`src/rtl/regfile_dump.sv`:
```
// regfile_dump: run monitor and register-file dumper.
//
// Waits for a start pulse, then watches the CPU program counter. The run ends when
// pc_current matches the halt PC captured at start, or when MAX_CYCLES RUN cycles
// have elapsed. When the run ends, the CPU is held and each register from the first
// index up to DUMP_LAST is read through a debug read port. Each value is streamed out
// as one valid/ready beat.
//
// Optional feature macro: REGDUMP_SKIP_ZERO_EN. When it is defined, the dump starts at
// index 1, because x0 is hardwired to zero. When it is undefined, the dump starts at
// index 0.
//
// Ports:
//   clk         in   single clock, rising edge
//   rst         in   synchronous active-high reset
//   start       in   one-cycle pulse, arms the monitor (ignored while busy)
//   halt_pc     in   [31:0] PC that ends the run, sampled on accepted start
//   pc_current  in   [31:0] observed CPU program counter
//   ra3         out  [4:0] register-file debug read address
//   rd3         in   [31:0] register-file debug read data (combinational from ra3)
//   halt        out  CPU hold request (FETCH, SEND, DONE)
//   dump_valid  out  dump beat available
//   dump_ready  in   sink accepts beat
//   dump_idx    out  [4:0] register index of current beat
//   dump_data   out  [31:0] register value of current beat
//   cycle_count out  [31:0] RUN cycles elapsed (saturating)
//   timeout     out  run ended by cycle budget rather than PC match
//   busy        out  high in RUN, FETCH, SEND
//   done        out  high in DONE
module regfile_dump #(
    parameter int unsigned MAX_CYCLES = 1024,
    parameter int unsigned DUMP_LAST  = 31
) (
    input  logic        clk,
    input  logic        rst,
    input  logic        start,
    input  logic [31:0] halt_pc,
    input  logic [31:0] pc_current,
    output logic [4:0]  ra3,
    input  logic [31:0] rd3,
    output logic        halt,
    output logic        dump_valid,
    input  logic        dump_ready,
    output logic [4:0]  dump_idx,
    output logic [31:0] dump_data,
    output logic [31:0] cycle_count,
    output logic        timeout,
    output logic        busy,
    output logic        done
);

    typedef enum logic [2:0] {
        StIdle,
        StRun,
        StFetch,
        StSend,
        StDone
    } state_e;

`ifdef REGDUMP_SKIP_ZERO_EN
    localparam logic [4:0] FirstIdx = 5'd1;
`else
    localparam logic [4:0] FirstIdx = 5'd0;
`endif
    localparam logic [4:0]  LastIdx      = 5'(DUMP_LAST);
    // The value of cycle_count during the final budgeted RUN cycle.
    localparam logic [31:0] TimeoutCount = 32'(MAX_CYCLES - 1);

    state_e      state_q, state_d;
    logic [31:0] halt_pc_q, halt_pc_d;
    logic [31:0] cycle_q, cycle_d;
    logic        timeout_q, timeout_d;
    logic [4:0]  idx_q, idx_d;
    logic [4:0]  dump_idx_q, dump_idx_d;
    logic [31:0] dump_data_q, dump_data_d;

    always_ff @(posedge clk) begin
        if (rst) begin
            state_q     <= StIdle;
            halt_pc_q   <= 32'd0;
            cycle_q     <= 32'd0;
            timeout_q   <= 1'b0;
            idx_q       <= 5'd0;
            dump_idx_q  <= 5'd0;
            dump_data_q <= 32'd0;
        end else begin
            state_q     <= state_d;
            halt_pc_q   <= halt_pc_d;
            cycle_q     <= cycle_d;
            timeout_q   <= timeout_d;
            idx_q       <= idx_d;
            dump_idx_q  <= dump_idx_d;
            dump_data_q <= dump_data_d;
        end
    end

    always_comb begin
        state_d     = state_q;
        halt_pc_d   = halt_pc_q;
        cycle_d     = cycle_q;
        timeout_d   = timeout_q;
        idx_d       = idx_q;
        dump_idx_d  = dump_idx_q;
        dump_data_d = dump_data_q;

        unique case (state_q)
            StIdle, StDone: begin
                if (start) begin
                    halt_pc_d = halt_pc;
                    cycle_d   = 32'd0;
                    timeout_d = 1'b0;
                    idx_d     = FirstIdx;
                    state_d   = StRun;
                end
            end
            StRun: begin
                // The cycle that ends the run is still counted.
                if (cycle_q != 32'hFFFF_FFFF) begin
                    cycle_d = cycle_q + 32'd1;
                end
                // A PC match takes priority over an expiring budget.
                if (pc_current == halt_pc_q) begin
                    state_d = StFetch;
                end else if (cycle_q == TimeoutCount) begin
                    timeout_d = 1'b1;
                    state_d   = StFetch;
                end
            end
            StFetch: begin
                // ra3 is driven with idx_q in this state, so rd3 holds that register.
                dump_idx_d  = idx_q;
                dump_data_d = rd3;
                state_d     = StSend;
            end
            StSend: begin
                if (dump_ready) begin
                    if (idx_q == LastIdx) begin
                        state_d = StDone;
                    end else begin
                        idx_d   = idx_q + 5'd1;
                        state_d = StFetch;
                    end
                end
            end
            default: begin
                state_d = StIdle;
            end
        endcase
    end

    always_comb begin
        ra3         = (state_q == StFetch) ? idx_q : 5'd0;
        halt        = (state_q == StFetch) || (state_q == StSend) || (state_q == StDone);
        busy        = (state_q == StRun) || (state_q == StFetch) || (state_q == StSend);
        done        = (state_q == StDone);
        dump_valid  = (state_q == StSend);
        dump_idx    = dump_idx_q;
        dump_data   = dump_data_q;
        cycle_count = cycle_q;
        timeout     = timeout_q;
    end

endmodule
```
`config.mk`:
```
export PLATFORM = sky130hd
export DESIGN_NAME = regfile_dump
export DESIGN_NICKNAME = d
export VERILOG_FILES = /design/src/rtl/regfile_dump.sv
export SDC_FILE = /design/constraint.sdc
export NUM_CORES = 1
export LEC_CHECK = 0
export ABC_AREA = 1
export CAP_MARGIN = 20
export CORE_ASPECT_RATIO = 1.4
export CORE_MARGIN = 2
export CORE_UTILIZATION = 49
export CTS_BUF_LIST = sky130_fd_sc_hd__clkbuf_4 sky130_fd_sc_hd__clkbuf_8 sky130_fd_sc_hd__clkbuf_16
export CTS_CLUSTER_DIAMETER = 150
export DETAILED_ROUTE_END_ITERATION = 8
export GPL_TIMING_DRIVEN = 0
export PLACE_DENSITY = 0.82
export SLEW_MARGIN = 20
export SYNTH_ARGS = -nofsm -noshare
export SYNTH_HDL_FRONTEND = slang
export SYNTH_SLANG_ARGS = --single-unit
```
`constraint.sdc`:
```
create_clock -name clk -period 3 [get_ports clk]
set_input_delay 0.3 -clock clk [delete_from_list [all_inputs] [get_ports clk]]
set_output_delay 0.3 -clock clk [all_outputs]
set_load 0.01 [all_outputs]
```
==> results.md, run 1 <==
- Number of iterations in the first detailed-routing pass: 7
- #FFs+latches synth: 110
- Port buffer count: roughly 180
- Overall power: 4.97 mW
- Worst path bufs/invs: 4
- Antenna-violating nets left: 0
- Synth Cell Area: around 5200 um^2
- CP Launch Point: state_q[2]
- CTS Buf Count: 9
- Reg2reg end: idx_q[1]
- Cell Pwr Density: between 600 and 700 nW/um^2
- Netlist cell types: 30
- Peak VDD IR: 488 uV
- Height of the die: between 100 and 150 um
- CTS max path bufs: 2
- Rows: 44
- Final setup fails: 0
- Worst hold path startpoint: timeout
- Max Transition Viols Final: 0
- Hold slack final: 469 ps
- Initial Utilization: between 50 and 60%
- Synth top area share: 42.0%
- Setup bufs post-CTS: 0
- Ratio of cells with drive above 1 in the final layout: 3.89%
- Synth warn: 0
- CP arrival: 2440 ps
- Worst r2r src: state_q[0]
- Slowest stage delay, CP: about 580 ps
- Root buf cell: clkbuf_16
- Tmin final: 2740 ps
- Synth Instances: 783
- CP Cell Sequence: inv_1 > nand2_1 > nor2_2 > inv_1 > clkbuf_1 > nor2_1 > clkdlybuf4s50_1
- Status: finished, final reports clean
- Sequential cell area: 2200 um^2
- Routed len/inst: 13.9 um
- Worst reg-to-reg path cell count: 7
- Fill count: 872
- Cell Count, Final, Fillers Out: 1,115
- RSZ-0062 raised after global routing: false
- P_leak: between 2 and 3 nW
- Final hold vios: 0
- Req. time, crit path: 2700 ps
- Gr ovfl total: 0
- First-pass GRT wire length: 24,800 um
- Worst-skew pair later-pin latency: 350 ps
- Min-Delay Path Class: flip-flop to flip-flop
- Top delay family on crit path: buffers and inverters
- Syn_nets: 886
- Crit. End Element: primary output
- CP Depth: 7
- Vias in the first global route: 5,278
- Fin area: 7520 um^2
- Worst slew pin tran: 577 ps
- Slew headroom: 61.5%
- DP Worst Slack: 433 ps
- Top cells by area, synth: dfxtp_1, nor2_1, nand2_1
- Area leader, netlist: dfxtp_1
- DR DRC count: 0
- TNS Setup: 0 ps
- DPL Wire Length: 11,700 um
- H-tree levels: 3
- Largest net degree at the start of global routing: 18
- Final wirelength: 15,500 um
- Crit path to: ra3[3]
- Initial antenna violation count: 0
- CTS sink cnt: 110
- Dpl cell area: just over 7000 um^2
- Final GP Congestion: 0.945
- Area delta synth->final: 43.4%
- Die width: 91.4 um
- Hold_buf cts: 0
- Iteration-0 DRC Markers: 381
- CP dominant cell by count: inv_1
- Share of the clock period used by the worst path: between 90 and 100%
- WS Path Type: flip-flop to primary output
- R2R setup slack: 780 ps
- Worst Skew: a little under 9 ps
- CTS tree: yes
- Sequential share of the synthesized area: between 40% and 50%
- Mapped Avg Cell Area: 6.69 um^2
- Area of the multi-input gates: 2640 um^2
- Startpoint Class: flip-flop
- Antenna cell count: 0
- Via/cell ratio: 5.05
- Slowest-stage cell, CP: clkdlybuf4s50_1
- # nets final: ~1,100
- Worst Path Max Fanout: 10
- # IOs: approximately 180
- Fmax: 364 MHz
- Detailed-route via count: approximately 5,600
- Utilization after layout: a little over 70%
- Placed Cells: around 1,100
- Setup ws final: 255 ps
- Full die area: 11,600 um^2
- Core area: 10,400 um^2
- CTS clk-pin slew, worst paths: 70 ps
- MaxCap Viol Count: 0
- Gr usage total: 26.7%
==> placed cells by master, fill, tap and decap left out, types with 2 or more instances in the layout <==
| cell | synthesis | final |
|---|---|---|
| clkdlybuf4s50_1 | 0 | 178 |
| clkbuf_16 | 0 | 9 |
| nand3_1 | 36 | 36 |
| xnor2_1 | 23 | 23 |
| buf_6 | 2 | 2 |
| inv_1 | 71 | 71 |
| or2_2 | 3 | 3 |
| nand2_1 | 149 | 149 |
| dfxtp_1 | 110 | 110 |
| nor3b_1 | 2 | 2 |
| nand4_1 | 11 | 11 |
| ha_1 | 3 | 3 |
| buf_1 | 3 | 3 |
| clkbuf_1 | 20 | 20 |
| o21ai_0 | 79 | 79 |
| a21oi_1 | 43 | 43 |
| nand2_4 | 2 | 2 |
| and3_1 | 2 | 2 |
| buf_2 | 2 | 2 |
| nor2_2 | 3 | 4 |
| nor2_1 | 190 | 189 |
| inv_2 | 3 | 3 |
| clkbuf_8 | 0 | 3 |
| nor3_1 | 16 | 16 |
| nor4_1 | 2 | 2 |
==> area by class of cell <==
| type | instances | area share (%) |
|---|---|---|
| Timing Repair Buffer | 178 | 23.7 |
| Clock buffer | 12 | 3.55 |
| Clock inverter | 4 | 0.683 |
| Sequential cell | 110 | 29.3 |
| Multi-Input combinational cell | 571 | 35.1 |
| Inverter | 74 | 3.70 |
| Buffer | 28 | 1.65 |
| Tap cell | 138 | 2.30 |
==> state kept, by name (all words and copies together), names as in the netlist <==
signal / cells
cycle_count: 32
dump_data: 32
dump_idx: 5
halt_pc_q: 32
idx_q: 5
state_q: 3
timeout: 1
==> metal layers <==
metal | wire length, um | GRT usage, %
met1 | 5930 | 29.3
met3 | 1220 | 6.41
met4 | 434 | 10.8
met5 | 0 | 0
met2 | 7880 | 48.7
==> cell families after synthesis <==
| kind of cell | Yosys count | share of synthesized area, % |
|---|---|---|
| buf+inv | 102 | 7.66 |
| fa+ha+maj | 3 | 0.716 |
| compound gates | 124 | 12.0 |
| xor+xnor | 24 | 4.01 |
| simple gates | 420 | 33.6 |
| flops | 110 | 42.0 |
==> synthesized netlist by cell type <==
cell type and n:
a211oi_2 1, a21oi_1 43, and3_1 2, buf_1 3, buf_2 2, buf_6 2
clkbuf_1 20, clkbuf_2 1, dfxtp_1 110, ha_1 3, inv_1 71, inv_2 3
nand2_1 149, nand2_2 1, nand2_4 2, nand2_8 1, nand3_1 36, nand4_1 11
nor2_1 190, nor2_2 3, nor2_4 1, nor2_8 1, nor3_1 16, nor3b_1 2
nor4_1 2, o21ai_0 79, o21bai_1 1, or2_2 3, xnor2_1 23, xor2_1 1
==> where the power goes <==
part | internal [mW] | total [mW] | leakage [nW] | switching (mW)
registers | 1.75 | 1.93 | 0.898 | 0.181
logic | 0.779 | 1.77 | 1.87 | 0.994
clock network | 0.718 | 1.27 | 0.155 | 0.549
total | 3.25 | 4.97 | 2.92 | 1.72
==> repair_timing <==
| item | CTS | global route |
|---|---|---|
| endpoints found under the setup margin | 0 | 2 |
| hold endpoints to repair | 0 | 0 |
| gates resized for setup | 0 | 1 |
==> how the worst min path moves through the flow <==
stage                      to  slack (ps)  cells after the start
2_1_floorplan  cycle_count[2]         370                      1
3_3_place_gp      dump_idx[4]         450                      2
3_5_place_dp          timeout         460                      2
4_1_cts               timeout         470                      2
5_1_grt               timeout         480                      2
6_report              timeout         470                      2
==> tightest hold or removal path: stages (launching register included) <==
cell     delay [ps]
dfxtp_1         320
inv_1            50
a21oi_1          50
No activity file was read; power rests on OpenSTA's default activity.
==> run 2, diff against run 1 <==
- ABC_AREA: 1 -> 0
- CORE_UTILIZATION: 49 -> 45
- PLACE_DENSITY: 0.82 -> 0.78
==> run 2 against run 1 <==
Effect of this change:
- global-route usage down 1.5 points
- highest routed layer unchanged
- cell count down 16%
- clock-buffer cell count up 2
- first-iteration DRC count down 54%
- register-to-register slack worse by 410 ps
- clock power down 9%
- cell area down 5.8%
- clock skew about the same
- critical endpoint is now cycle_count[6]
- combinational power down 69%
==> results.md, run 2 <==
- Worst Skew: 8.55 ps (-0.362 ps)
- Rows: 44 (unchanged)
- Height of the die: 127 um (+0.19%)
- Gr busiest metal: met2
- Die width: 91.6 um (+0.19%)
- CTS sink cnt: 110 (unchanged)
- Sequential cell area: 2200 um^2 (unchanged)
- Routed len/inst: 15.4 um (+11%)
- Share of the clock period used by the worst path: 87.7% (-3.8 points)
- CTS resizes: 0 (unchanged)
- List of most frequent post-synthesis cells: nand2_1, dfxtp_1, a21oi_1, xor2_1, nor2_1
- WS Path Type: flip-flop to flip-flop
- CTS tree: yes
- Synth Area in Simple Gates: 28.8% (-4.8 points)
- Top-count cell post-synth: nand2_1
- Synth top area share: 45.6% (+3.6 points)
- Startpoint Class: flip-flop
- Vias in the first global route: 4,980 (-5.6%)
- Root buf cell: clkbuf_16
- Slowest stage delay, CP: 490 ps (-90 ps)
- CTS Buf Count: 9 (unchanged)
- Worst slew pin tran: 770 ps (+193 ps)
- Antenna cell count: 0 (unchanged)
- Initial antenna violation count: 0 (unchanged)
- CTS max path bufs: 2 (unchanged)
- Synth Area in Adders: 0.777% (+0.061 points)
- Req. time, crit path: 3200 ps (+500 ps)
- Worst path bufs/invs: 2 (-2)
- # IOs: 179 (unchanged)
- Cell Pwr Density: 464 nW/um^2 (-30%)
- Iteration-0 DRC Markers: 177 (-54%)
- Setup bufs post-CTS: 0 (unchanged)
- CP Launch Point: state_q[0]
- M1 GR Usage: 26.7% (-2.6 points)
- Async set or reset register ratio after synthesis: 0% (unchanged)
- Min-Delay Path Class: flip-flop to flip-flop
- Via/cell ratio: 5.12 (+1.5%)
- Netlist cell types: 39 (+30%)
- Full die area: 11,600 um^2 (+0.37%)
- Number of iterations in the first detailed-routing pass: 4 (-3)
- Core area: 10,400 um^2 (unchanged)
- P_leak: 2.58 nW (-12%)
- CP arrival: 2830 ps (+390 ps)
- DPL Wire Length: 11,500 um (-1.7%)
- Synth Cell Area: 4830 um^2 (-7.8%)
- Area delta synth->final: 46.6%
- # nets final: 900 (-16%)
- Top cells by area, synth: dfxtp_1, nand2_1, xor2_1
- Max Transition Viols Final: 0 (unchanged)
- CTS clk-pin slew, worst paths: 70 ps (about the same)
- Gr ovfl total: 0 (unchanged)
- Slowest-stage cell, CP: or3b_1
- Peak VDD IR: 322 uV (-34%)
- Met2 global-route usage: 45.9% (-2.8 points)
- Port buffer count: 178 (unchanged)
- Tmin final: 2630 ps (-115 ps)
- Antenna-violating nets left: 0 (unchanged)
- Worst Path Max Fanout: 10 (unchanged)
- Compound-Gate Fraction of Synth Area: 10.3% (-1.7 points)
- Worst r2r src: state_q[0]
- Mux cell area share after synthesis: 1.24% (+1.2 points)
- H-tree levels: 3 (unchanged)
- Syn_nets: 711 (-20%)
- First-pass GRT wire length: 23,400 um (-5.5%)
- #FFs+latches synth: 110 (unchanged)
- TNS Setup: 0 ps (unchanged)
- Post-synth EDFFs: 0 (unchanged)
- Post-synth top flop: dfxtp_1
- Final setup fails: 0 (unchanged)
- Largest family of logic cells by synthesized area: simple AND/OR/NAND/NOR gates
- Gr usage total: 25.2% (-1.5 points)
- Largest net degree at the start of global routing: 17 (-1)
- Ratio of cells with drive above 1 in the final layout: 3.62% (-0.27 points)
- Area leader, netlist: dfxtp_1
- Top delay family on crit path: simple AND/OR/NAND/NOR gates
- Area of the multi-input gates: 2450 um^2 (-7.2%)
- Overall power: 3.29 mW (-34%)
- Crit. End Element: flip-flop
- Worst hold path startpoint: dump_data[29]
- Mapped Avg Cell Area: 7.95 um^2 (+19%)
- RSZ-0062 raised after global routing: false
- Synth warn: 0 (unchanged)
- Final GP Congestion: 0.963 (+2.0%)
- Initial Utilization: 46.4% (-3.9 points)
- Final hold vios: 0 (unchanged)
- Detailed-route via count: 4,813 (-14%)
- Fill count: 857 (-1.7%)
- Status: finished, final reports clean
- Sequential share of the synthesized area: 45.6% (+3.6 points)
- Most frequent cells in the layout: clkdlybuf4s50_1, nand2_1, dfxtp_1
- DP Worst Slack: 346 ps (-86.8 ps)
- Hold_buf cts: 0 (unchanged)
- Worst-skew pair later-pin latency: 340 ps (about the same)
- CP Cell Sequence: buf_2 > or3b_1 > nor4_2 > nand4_1 > buf_2 > nand4_1 > xor2_1 > nor2_1
- Post-Synth XOR/XNOR Area: 9.61% (+5.6 points)
- Commonest non-fill, non-tap cell in the layout: clkdlybuf4s50_1
- Fmax: 380 MHz (+4.4%)
- Slew headroom: 48.3% (-13 points)
- Hold slack final: 456 ps (-12.8 ps)
- MaxCap Viol Count: 0 (unchanged)
- DR DRC count: 0 (unchanged)
- Final wirelength: 14,500 um (-6.2%)
- Setup ws final: 370 ps (+115 ps)
- Met3 GRT Util: 6.06% (-0.36 points)
- Synth Instances: 608 (-22%)
run 2: cell types whose count changed in the layout (fill, tap and decap cells not counted), moves of 9 or more:
cell,change
nand3_1,-21
inv_1,-59
xnor2_1,-17
a21oi_1,+34
nor3_1,-10
o21ai_0,-70
or3_1,+9
nor4_1,+13
nor2_1,-150
nand2_1,+11
xor2_1,+46
run 2: final timing paths:
check,slack (ps),end,cells past startpoint
max,370,cycle_count[6],8
min,460,dump_data[29],2
max reg2reg,370,cycle_count[6],8
min reg2reg,460,dump_data[29],2
run 2: layout make-up:
type | instances | share of cell area, %
Buffer | 31 | 1.91
Tap cell | 138 | 2.44
Clock buffer | 14 | 3.97
Timing Repair Buffer | 178 | 25.2
Clock inverter | 2 | 0.212
Multi-Input combinational cell | 455 | 34.6
Inverter | 12 | 0.636
Sequential cell | 110 | 31.1
run 2: per-layer routing:
metal	share of wire, %	vias to the layer above
li1	-	2424
met3	6.9	26
met5	0	-
met2	53	155
met4	3.3	0
met1	37	2208
run 2: power breakdown:
part | internal, mW | total (mW) | switching (mW)
logic | 0.279 | 0.550 | 0.271
clock network | 0.651 | 1.16 | 0.513
registers | 1.53 | 1.57 | 0.0463
total | 2.46 | 3.29 | 0.830
run 2: metrics by stage:
step	cells	util, %	area (um^2)
after global placement	924	65.2	6790
after detailed placement	924	65.2	6790
after CTS	940	68.1	7080
final	940	68.1	7080
after floorplan	608	-	4830
after global routing	940	68.1	7080
run 2: logic make-up after synthesis:
logic type | after synthesis
buffers and inverters | 43
adder cells (fa/ha/maj) | 3
flip-flops | 110
AO/OA/AOI/OAI | 95
AND/OR/NAND/NOR | 298
multiplexers | 6
XOR/XNOR | 53
run 2: worst min-delay path: cells and delay by family (launching register included):
kind             cells  cell delay [ps]
AO/OA/AOI/OAI        1               50
flip-flops           1              310
AND/OR/NAND/NOR      1               50
